===== config.mk =====
export PLATFORM = sky130hd
export DESIGN_NAME = fetch_stage
export DESIGN_NICKNAME = d
export VERILOG_FILES = /design/src/rtl/fetch_stage.sv
export SDC_FILE = /design/constraint.sdc
export NUM_CORES = 1
export LEC_CHECK = 0
export ABC_AREA = 1
export CORE_ASPECT_RATIO = 1.1
export CORE_UTILIZATION = 48
export DETAILED_ROUTE_END_ITERATION = 7
export PLACE_DENSITY = 0.8
export SETUP_SLACK_MARGIN = 0.02
export SLEW_MARGIN = 15
export SYNTH_ARGS = -nofsm -noshare
export SYNTH_HDL_FRONTEND = slang
export SYNTH_SLANG_ARGS = --single-unit

===== constraint.sdc =====
create_clock -name clk -period 3.94 [get_ports clk]
set_clock_uncertainty 0.1 [all_clocks]
set_input_delay 0.985 -clock clk [delete_from_list [all_inputs] [get_ports clk]]
set_output_delay 0.985 -clock clk [all_outputs]
set_load 0.005 [all_outputs]

===== src/rtl/fetch_stage.sv =====
`default_nettype none
// ============================================================================
// Module      : fetch_stage
// Description : Instruction fetch stage. Holds the fetch PC, issues in-order
//               req/gnt requests to instruction memory, collects rvalid
//               responses in a small queue whose head feeds the IF/ID
//               register. A redirect squashes queued and in-flight fetches.
//               Optional macro FETCH_BYPASS_EN: a response arriving while the
//               queue is empty drives the head combinationally.
// Revision    : 1.0 - initial release
// ============================================================================
module fetch_stage #(
    parameter int                    DATA_WIDTH = 32,
    parameter logic [DATA_WIDTH-1:0] RESET_PC   = '0,
    parameter int                    FIFO_DEPTH = 2
) (
    input  logic                  clk,
    input  logic                  rst_n,
    input  logic                  enable,
    input  logic                  redirect,
    input  logic [DATA_WIDTH-1:0] redirect_pc,
    output logic                  imem_req,
    output logic [DATA_WIDTH-1:0] imem_addr,
    input  logic                  imem_gnt,
    input  logic                  imem_rvalid,
    input  logic [DATA_WIDTH-1:0] imem_rdata,
    output logic [DATA_WIDTH-1:0] instrF,
    output logic [DATA_WIDTH-1:0] PCF,
    output logic [DATA_WIDTH-1:0] PCPlus4F,
    output logic                  validF
);

    localparam int                    c_PTR_W   = (FIFO_DEPTH > 1) ? $clog2(FIFO_DEPTH) : 1;
    localparam int                    c_CNT_W   = $clog2(FIFO_DEPTH + 1);
    localparam logic [c_CNT_W:0]      c_DEPTH   = (c_CNT_W + 1)'(FIFO_DEPTH);
    localparam logic [DATA_WIDTH-1:0] c_PC_STEP = DATA_WIDTH'(4);

    logic [DATA_WIDTH-1:0] r_req_pc;
    logic [DATA_WIDTH-1:0] r_rsp_pc;
    logic [c_CNT_W-1:0]    r_inflight;
    logic [c_CNT_W-1:0]    r_drop;
    logic [c_CNT_W-1:0]    r_count;
    logic [c_PTR_W-1:0]    r_wr_ptr;
    logic [c_PTR_W-1:0]    r_rd_ptr;
    logic [DATA_WIDTH-1:0] r_instr_q [FIFO_DEPTH];
    logic [DATA_WIDTH-1:0] r_pc_q    [FIFO_DEPTH];

    logic                  w_rsp;
    logic                  w_drop_rsp;
    logic                  w_keep;
    logic                  w_q_empty;
    logic                  w_q_pop;
    logic                  w_bypass;
    logic                  w_push;
    logic                  w_grant;
    logic [c_CNT_W:0]      w_used;
    logic [DATA_WIDTH-1:0] w_target;
    logic                  w_head_valid;
    logic [DATA_WIDTH-1:0] w_head_instr;
    logic [DATA_WIDTH-1:0] w_head_pc;
    logic                  w_unused;

    // Low address bits of the redirect target are architecturally ignored.
    assign w_unused   = ^redirect_pc[1:0];
    assign w_target   = {redirect_pc[DATA_WIDTH-1:2], 2'b00};

    // A response with nothing outstanding is a protocol error and is ignored.
    assign w_rsp      = imem_rvalid && (r_inflight != '0);
    assign w_drop_rsp = w_rsp && (r_drop != '0);
    assign w_keep     = w_rsp && (r_drop == '0) && !redirect;
    assign w_q_empty  = (r_count == '0);
    assign w_q_pop    = enable && !w_q_empty && !redirect;

`ifdef FETCH_BYPASS_EN
    assign w_bypass   = w_q_empty && w_rsp && (r_drop == '0);
`else
    assign w_bypass   = 1'b0;
`endif

    // A bypassed response consumed in the same cycle never occupies a slot.
    assign w_push     = w_keep && !(w_bypass && enable);

    // Slots already claimed; the head leaving this cycle frees its slot so
    // streaming with a single-cycle memory sustains one fetch per cycle.
    assign w_used     = {1'b0, r_inflight} + {1'b0, r_count} - (c_CNT_W + 1)'(w_q_pop);
    assign imem_req   = rst_n && !redirect && (w_used < c_DEPTH);
    assign imem_addr  = r_req_pc;
    assign w_grant    = imem_req && imem_gnt;

    // Head selection: queued entry first, otherwise the bypassed response.
    always_comb begin
        w_head_valid = 1'b0;
        w_head_instr = '0;
        w_head_pc    = '0;
        if (!w_q_empty) begin
            w_head_valid = 1'b1;
            w_head_instr = r_instr_q[r_rd_ptr];
            w_head_pc    = r_pc_q[r_rd_ptr];
        end else if (w_bypass) begin
            w_head_valid = 1'b1;
            w_head_instr = imem_rdata;
            w_head_pc    = r_rsp_pc;
        end
    end

    assign validF   = w_head_valid;
    assign instrF   = w_head_instr;
    assign PCF      = w_head_pc;
    assign PCPlus4F = w_head_valid ? (w_head_pc + c_PC_STEP) : '0;

    // Queue pointers and occupancy; a redirect empties the queue.
    always_ff @(posedge clk or negedge rst_n) begin
        if (!rst_n) begin
            r_wr_ptr <= '0;
            r_rd_ptr <= '0;
            r_count  <= '0;
        end else if (redirect) begin
            r_wr_ptr <= '0;
            r_rd_ptr <= '0;
            r_count  <= '0;
        end else begin
            if (w_push) begin
                r_wr_ptr <= r_wr_ptr + c_PTR_W'(1);
            end
            if (w_q_pop) begin
                r_rd_ptr <= r_rd_ptr + c_PTR_W'(1);
            end
            r_count <= r_count + c_CNT_W'(w_push) - c_CNT_W'(w_q_pop);
        end
    end

    // Queue storage needs no reset; occupancy qualifies every entry.
    always_ff @(posedge clk) begin
        if (w_push) begin
            r_instr_q[r_wr_ptr] <= imem_rdata;
            r_pc_q[r_wr_ptr]    <= r_rsp_pc;
        end
    end

    // Outstanding-request and discard counters.
    always_ff @(posedge clk or negedge rst_n) begin
        if (!rst_n) begin
            r_inflight <= '0;
            r_drop     <= '0;
        end else begin
            r_inflight <= r_inflight + c_CNT_W'(w_grant) - c_CNT_W'(w_rsp);
            if (redirect) begin
                r_drop <= r_inflight - c_CNT_W'(w_rsp);
            end else if (w_drop_rsp) begin
                r_drop <= r_drop - c_CNT_W'(1);
            end
        end
    end

    // Request and response program counters; wrap-around is silent.
    always_ff @(posedge clk or negedge rst_n) begin
        if (!rst_n) begin
            r_req_pc <= RESET_PC;
            r_rsp_pc <= RESET_PC;
        end else if (redirect) begin
            r_req_pc <= w_target;
            r_rsp_pc <= w_target;
        end else begin
            if (w_grant) begin
                r_req_pc <= r_req_pc + c_PC_STEP;
            end
            if (w_keep) begin
                r_rsp_pc <= r_rsp_pc + c_PC_STEP;
            end
        end
    end

endmodule
`default_nettype wire


==> results.py, run 1 <==
metrics = {
    "power": {
        "ir_worst_vdd_uv": 357,
        "power_density_mw_per_mm2": 495,
        "leakage_nw": 5.94,
        "power.internal_mw": 4.40,
        "p_seq_share_pct": 40.1,
        "power.share.switching_pct": 35.2,
        "pwr-share-comb_pct": 34.0,
        "power_frac_clock_pct": 25.9,
        "power_mw": 6.79,
        "power.switching_mw": 2.39,
    },
    "timing": {
        "finalCritPeriodShare_pct": 97.4,
        "slew_violations": 0,
        "hold_ws_ns": 0.427,
        "rsz0062_at_grt": "true",
        "hold_viol_final": 0,
        "final.min_clock_period_ns": 3.84,
        "finalSetupViolCount": 0,
        "tightestPinTransition_ns": 0.682,
        "fmax_mhz": 261,
        "maxSlewHeadroom_pct": 54.2,
        "finalSetupTns_ns": 0,
    },
    "routing": {
        "ant_nets": 0,
        "drc": 0,
        "drt_iter0_markers": 565,
        "routed_wl_um": 27300,
        "firstDrtPassIters": 5,
        "wl_per_cell_um": 15.3,
        "via_per_inst": 5.18,
        "vias": 9218,
    },
    "grt": {
        "grt_pass1_wl_um": 43100,
        "grt_pass1_vias": 8730,
        "grt_overflow": 0,
        "antenna_found_initial": 0,
        "grt_use_total_pct": 25.0,
        "grt_max_degree": 63,
    },
    "placed_design": {
        "routabilityCongestion": 0.930,
        "hpwl_um": 19300,
        "port-buffer-count": 191,
        "dp.cells": 1722,
    },
    "setup_path": {
        "end_kind": "output port",
        "critPathRequiredTime_ns": 2.85,
        "path_class": "primary input to output port",
        "reg2reg_setup_slack_ns": 0.67,
        "startpoint_type": "primary input",
        "crit_path_max_fanout": 2,
        "arrival_ns": 2.75,
    },
    "clock_tree": {
        "clock_latency_ns": 0.44,
        "cts_sinks": 192,
        "clock_path_buffers": 2,
        "cts_root_buf": "clkbuf_16",
        "cts.hold.buffers_added": 0,
        "cts_tree": "built",
        "path_clk_slew_ns": 0.07,
        "cts_made_buffers": 17,
        "htreeDepth": 4,
    },
    "status": {
        "status": "completed",
    },
    "floorplan": {
        "start_util_pct": 48.8,
        "dieArea_sq_mm": 0.0223,
        "fp.dieW_um": 142,
        "core_area_sq_mm": 0.0213,
        "rows": 56,
        "die_y_um": 156,
        "num_io_pins": 200,
    },
    "synthesis": {
        "ys_types": 45,
        "yosysTopAreaCell": "edfxtp_1",
        "syn_avg_cell_area_sq_um": 8.32,
        "yosysTopAreaCellShare_pct": 35.8,
        "postSynth.asyncResetShare_pct": 35.4,
        "ys_warn_count": 0,
        "synth.area.top_cells": "edfxtp_1 36%, dfrtp_1 16%, nand2_1 16%",
        "synth_seq_cells": 192,
        "syn-cell-area_sq_mm": 0.0104,
        "synth_top_flop_cell": "edfxtp_1",
        "synthCells": 1250,
        "synth-edff-count": 124,
        "seq_area_frac_synth_pct": 52.2,
    },
    "run": {
        "max-cap-violations": 0,
    },
    "layout": {
        "layout_commonest_cell": "nand2_1",
        "layout.cells.non_filler": 1780,
        "final_cell_mix": "429 x nand2_1, 175 x clkdlybuf4s50_1, 125 x inv_1, 124 x edfxtp_1, 96 x nand3_1",
        "area_growth_pct": 32.0,
        "drive_gt1_share_pct": 11.0,
        "antenna_cells": 0,
        "finalNetCount": 1559,
    },
    "min_path": {
        "hold_class": "register to register",
    },
}
==> sequential cells by signal, summed over array words and instances (netlist names) <==
register and cells:
r_pc_q 60, r_rsp_pc 30, r_inflight 2, imem_addr 30, r_count 2, r_wr_ptr 1
r_drop 2, r_instr_q 64, r_rd_ptr 1
==> logic make-up (layout without fill, tap and decap cells) <==
logic type | count (synthesis) | count (layout) | synth area share, %
other cells | 1 | 6 | 0.0361
fa+ha+maj | 12 | 12 | 1.52
buf+inv | 177 | 411 | 7.21
xor+xnor | 36 | 36 | 3.03
compound gates | 118 | 118 | 6.74
simple gates | 714 | 715 | 29.3
flops | 192 | 192 | 52.2
==> final timing paths <==
| kind | startpoint | to | cells past startpoint |
|---|---|---|---|
| worst min-delay path | r_rsp_pc[30]$_DFFE_PN0N_ | r_pc_q[1][30]$_DFFE_PP_ | 0 |
| worst min register to register | r_rsp_pc[30]$_DFFE_PN0N_ | r_pc_q[1][30]$_DFFE_PP_ | 0 |
| worst max register to register | r_count[0]$_DFF_PN0_ | imem_addr[18]$_DFFE_PN0P_ | 18 |
| max in group asynchronous | rst_n | r_rd_ptr$_DFFE_PN0P_ | 3 |
| min in group asynchronous | rst_n | imem_addr[27]$_DFFE_PN0P_ | 2 |
| worst max-delay path | enable | imem_req | 9 |
==> layer usage <==
metal	up-vias	GRT usage, %	part of all wire [%]
met1	4290	32.3	42
met5	-	0	0
met3	48	4.65	6.8
met2	373	41.9	49
met4	0	8.65	2.2
li1	4507	-	-
==> worst max-delay path, stage by stage <==
cell and delay, ns:
dlygate4sd2_1 0.26, nand2_2 0.11, nor2_4 0.05, ha_1 0.26, or2_4 0.26, fa_2 0.57, nand2_1 0.05, nor2_1 0.09
buf_2 0.11
==> metrics by stage <==
stage | instance area, sq um | util [%] | setup slack, ns
6_report | 13700 | 64.4 | 0.102
5_1_grt | 13700 | 64.4 | -0.0554
4_1_cts | 13500 | 63.3 | -0.0155
3_3_place_gp | 12700 | 59.7 | -0.616
2_1_floorplan | 10400 | - | 0.119
3_5_place_dp | 12700 | 59.7 | -0.689
==> cells in the mapped netlist, types with 2 or more instances <==
cell / n
inv_2: 4
nor2_1: 108
nor3_1: 13
nand3_1: 101
o211ai_1: 14
nor2_2: 7
nor2_4: 6
edfxtp_1: 124
xor2_1: 29
or2_2: 2
nand3_2: 3
inv_1: 126
a21o_1: 2
a31oi_1: 2
a21oi_1: 47
buf_4: 11
o21ai_0: 33
buf_1: 2
dfrtp_1: 68
a22oi_1: 2
and2_1: 3
nand3b_1: 4
inv_4: 3
o21a_1: 3
buf_2: 8
xnor2_1: 7
nand2_2: 11
o221ai_1: 5
a21oi_2: 2
nand2_4: 2
clkbuf_1: 19
o21bai_1: 7
nand2_1: 436
buf_6: 2
ha_1: 11
nand4_1: 14
==> power groups by stage <==
| stage | combinational [mW] | clock (mW) | sequential (mW) |
|---|---|---|---|
| finish | 2.31 | 1.76 | 2.73 |
| detailed placement | 2.16 | 0 | 2.76 |
| global placement | 2.11 | 0 | 2.74 |
| global route | 2.54 | 1.87 | 2.77 |
| CTS | 2.23 | 1.79 | 2.72 |
| floorplan | 1.20 | 0 | 2.68 |
==> layout make-up <==
type,count,area [sq um]
multi-input combinational,887,4420
sequential,192,5430
clock buffer,17,425
inverter,134,518
timing repair buffer,244,2370
clock inverter,15,204
timing repair inverter,1,6.26
tap,290,363
fill,1698,7570
==> timing repair <==
action,CTS,global route
setup buffers,9,15
cloned,1,1
endpoints found under the hold margin,0,0
endpoints found under the setup margin,20,22
resized for setup,28,41
pin swaps,11,23
No activity file was read; power rests on OpenSTA's default activity.
==> run 2, diff against run 1 <==
--- a/config.mk
+++ b/config.mk
@@ -10,7 +10,8 @@
 export CORE_UTILIZATION = 48
 export DETAILED_ROUTE_END_ITERATION = 7
 export PLACE_DENSITY = 0.8
-export SETUP_SLACK_MARGIN = 0.02
+export RECOVER_POWER = 50
+export SETUP_SLACK_MARGIN = 0.4
 export SLEW_MARGIN = 15
 export SYNTH_ARGS = -nofsm -noshare
 export SYNTH_HDL_FRONTEND = slang
==> run 2 against run 1 <==
- sequential share of layout area decreased by 2.6 points
- worst setup slack improved by 0.13 ns
- hold slack improved by 0.016 ns
- die area unchanged
- first-iteration DRC count increased by 18%
- global-route usage increased by 2.0 points
- count of clock-buffer cells in the layout unchanged
- critical endpoint is now PCPlus4F[21]
- total power increased by 6.4%
==> results.py, run 2 (synthesized netlist as in run 1, its figures left out) <==
metrics = {
    "layout": {
        "fillers": 1559,
        "seqCellArea_sq_mm": 0.00543,
        "drive_gt1_share_pct": 18.8,
        "multiInputGateArea_sq_mm": 0.00476,
        "fin_util_pct": 68.9,
        "regMostFlops": "r_instr_q",
        "finalInstanceArea_sq_mm": 0.0147,
        "largest_register_ff_count": 64,
        "top_regs": "r_instr_q x64, r_pc_q x60",
        "area_growth_pct": 41.2,
        "layout_commonest_cell": "nand2_1",
        "final_cell_mix": "395 x nand2_1, 124 x edfxtp_1, 120 x inv_1, 95 x clkdlybuf4s50_1, 92 x nor2_1",
        "finalNetCount": 1615,
    },
    "power": {
        "power_mw": 7.22,
        "leakage_nw": 6.45,
        "ir_worst_vdd_uv": 357,
        "power_density_mw_per_mm2": 492,
    },
    "timing": {
        "rsz0062_at_grt": "true",
        "finalCritPeriodShare_pct": 94.0,
        "tightestPinTransition_ns": 1.26,
        "finalSetupViolCount": 0,
        "hold_ws_ns": 0.442,
        "fmax_mhz": 270,
        "slew_violations": 0,
        "maxSlewHeadroom_pct": 16.2,
        "final.min_clock_period_ns": 3.70,
        "hold_viol_final": 0,
    },
    "placed_design": {
        "port-buffer-count": 191,
        "hpwl_um": 19600,
        "placed_area_sq_mm": 0.0127,
        "routabilityCongestion": 0.921,
    },
    "setup_path": {
        "reg2reg_from": "r_count[1]$_DFF_PN0_",
        "arrival_ns": 2.62,
        "reg2reg_setup_slack_ns": 0.65,
        "end_kind": "output port",
        "crit_path_max_fanout": 8,
        "path_class": "register to output port",
        "crit_path_start": "r_rd_ptr$_DFFE_PN0P_",
        "startpoint_type": "register",
        "critPathRequiredTime_ns": 2.85,
        "reg2regPathDepth": 17,
    },
    "routing": {
        "via_per_inst": 5.46,
        "wl_per_cell_um": 17.7,
        "firstDrtPassIters": 5,
        "ant_nets": 0,
        "drt_iter0_markers": 668,
        "vias": 10000,
        "drc": 0,
        "routed_wl_um": 32500,
    },
    "floorplan": {
        "die_y_um": 156,
        "start_util_pct": 48.8,
        "num_io_pins": 200,
        "core_area_sq_mm": 0.0213,
        "rows": 56,
        "fp.dieW_um": 142,
        "dieArea_sq_mm": 0.0223,
    },
    "clock_tree": {
        "path_clk_slew_ns": 0.08,
        "cts_tree": "built",
        "clock_path_buffers": 2,
        "cts_root_buf": "clkbuf_16",
        "cts_sinks": 192,
        "clock_latency_ns": 0.44,
        "cts_made_buffers": 17,
        "htreeDepth": 4,
    },
    "run": {
        "max-cap-violations": 0,
    },
    "grt": {
        "antenna_found_initial": 2,
        "grt_overflow": 0,
        "grt_max_degree": 49,
        "grt_use_total_pct": 26.9,
        "grt_pass1_vias": 9256,
        "grt_pass1_wl_um": 46200,
    },
    "status": {
        "status": "completed",
    },
    "min_path": {
        "min_path_cells": 0,
        "hold_class": "register to register",
        "hp-start": "r_rsp_pc[30]$_DFFE_PN0N_",
    },
}
[run 2: cell types whose count changed in the layout (fill, tap and decap cells not counted), sizes merged]
cell	delta
clkdlybuf4s50	-80
clkinvlp	+1
clkinv	-3
dlymetal6s2s	-3
dlygate4sd2	+1
bufbuf	+1
inv	+1
dlygate4sd3	+62
clkdlybuf4s15	+1
clkbuf	+20
buf	+55
diode	+1
[run 2: metrics by stage]
step                      std cells  setup WS (ns)  TNS (ns)
final                          1837          0.237         0
after CTS                      1810          0.175         0
after global placement         1718         -0.560    -0.560
after detailed placement       1718         -0.593    -0.598
after floorplan                1255          0.309         0
after global routing           1837          0.159         0
[run 2: final cells by class]
type                            instances  share of cell area, %
Clock buffer                           17                   2.90
Inverter                              134                   3.60
Clock inverter                         15                   1.42
Multi-Input combinational cell        887                   32.4
Sequential cell                       192                   37.0
Tap cell                              290                   2.47
Timing Repair Buffer                  301                   20.2
Antenna cell                            1                 0.0170
[run 2: final timing paths]
path,end
worst max-delay path,PCPlus4F[21]
worst min-delay path,r_pc_q[1][30]$_DFFE_PP_
worst max register to register,imem_addr[27]$_DFFE_PN0P_
worst min register to register,r_pc_q[1][30]$_DFFE_PP_
max in group asynchronous,r_rd_ptr$_DFFE_PN0P_
min in group asynchronous,imem_addr[24]$_DFFE_PN0P_
[run 2: worst max-delay path: stages, from the launching register on]
cell and delay (ns):
dfrtp_2 0.44, buf_12 0.16, inv_16 0.08, buf_12 0.12
nand2_1 0.07, nand2_2 0.13, nand3_4 0.10, nor2_4 0.14
nand2_4 0.10, buf_6 0.13, nor2_4 0.14, buf_6 0.12
buf_6 0.08, buf_6 0.08, nand2_2 0.04, nand2_1 0.07
nand2_1 0.05, buf_2 0.12
[run 2: routing by layer]
| layer | vias to the layer above | routed length [um] | GRT usage, % |
|---|---|---|---|
| met2 | 519 | 16300 | 46.4 |
| met3 | 108 | 2450 | 5.11 |
| met4 | 2 | 1250 | 10.6 |
| li1 | 4629 | - | - |
| met1 | 4770 | 12500 | 33.2 |
| met5 | - | 17 | 0 |
[run 2: report_power, final]
part           leakage [nW]  internal (mW)  switching (mW)
Clock                 0.306          0.890           0.920
Combinational          4.19           1.22            1.46
Sequential             1.95           2.46           0.277
Total                  6.45           4.57            2.66
[run 2: repair_timing]
item,in CTS,in global routing
pin swaps,47,50
gates cloned,5,3
resized for setup,145,115
setup buffers,55,23
hold buffers,0,0
setup endpoints to repair,28,59
==> run 3, diff against run 2 <==
--- a/config.mk
+++ b/config.mk
@@ -8,11 +8,12 @@
 export ABC_AREA = 1
 export CORE_ASPECT_RATIO = 1.1
 export CORE_UTILIZATION = 48
+export CTS_CLUSTER_DIAMETER = 150
 export DETAILED_ROUTE_END_ITERATION = 7
 export PLACE_DENSITY = 0.8
 export RECOVER_POWER = 50
 export SETUP_SLACK_MARGIN = 0.4
-export SLEW_MARGIN = 15
+export SLEW_MARGIN = 10
 export SYNTH_ARGS = -nofsm -noshare
 export SYNTH_HDL_FRONTEND = slang
 export SYNTH_SLANG_ARGS = --single-unit
==> results of run 3 <==
No change in the layout: final DEF, timing and power equal those of run 2.
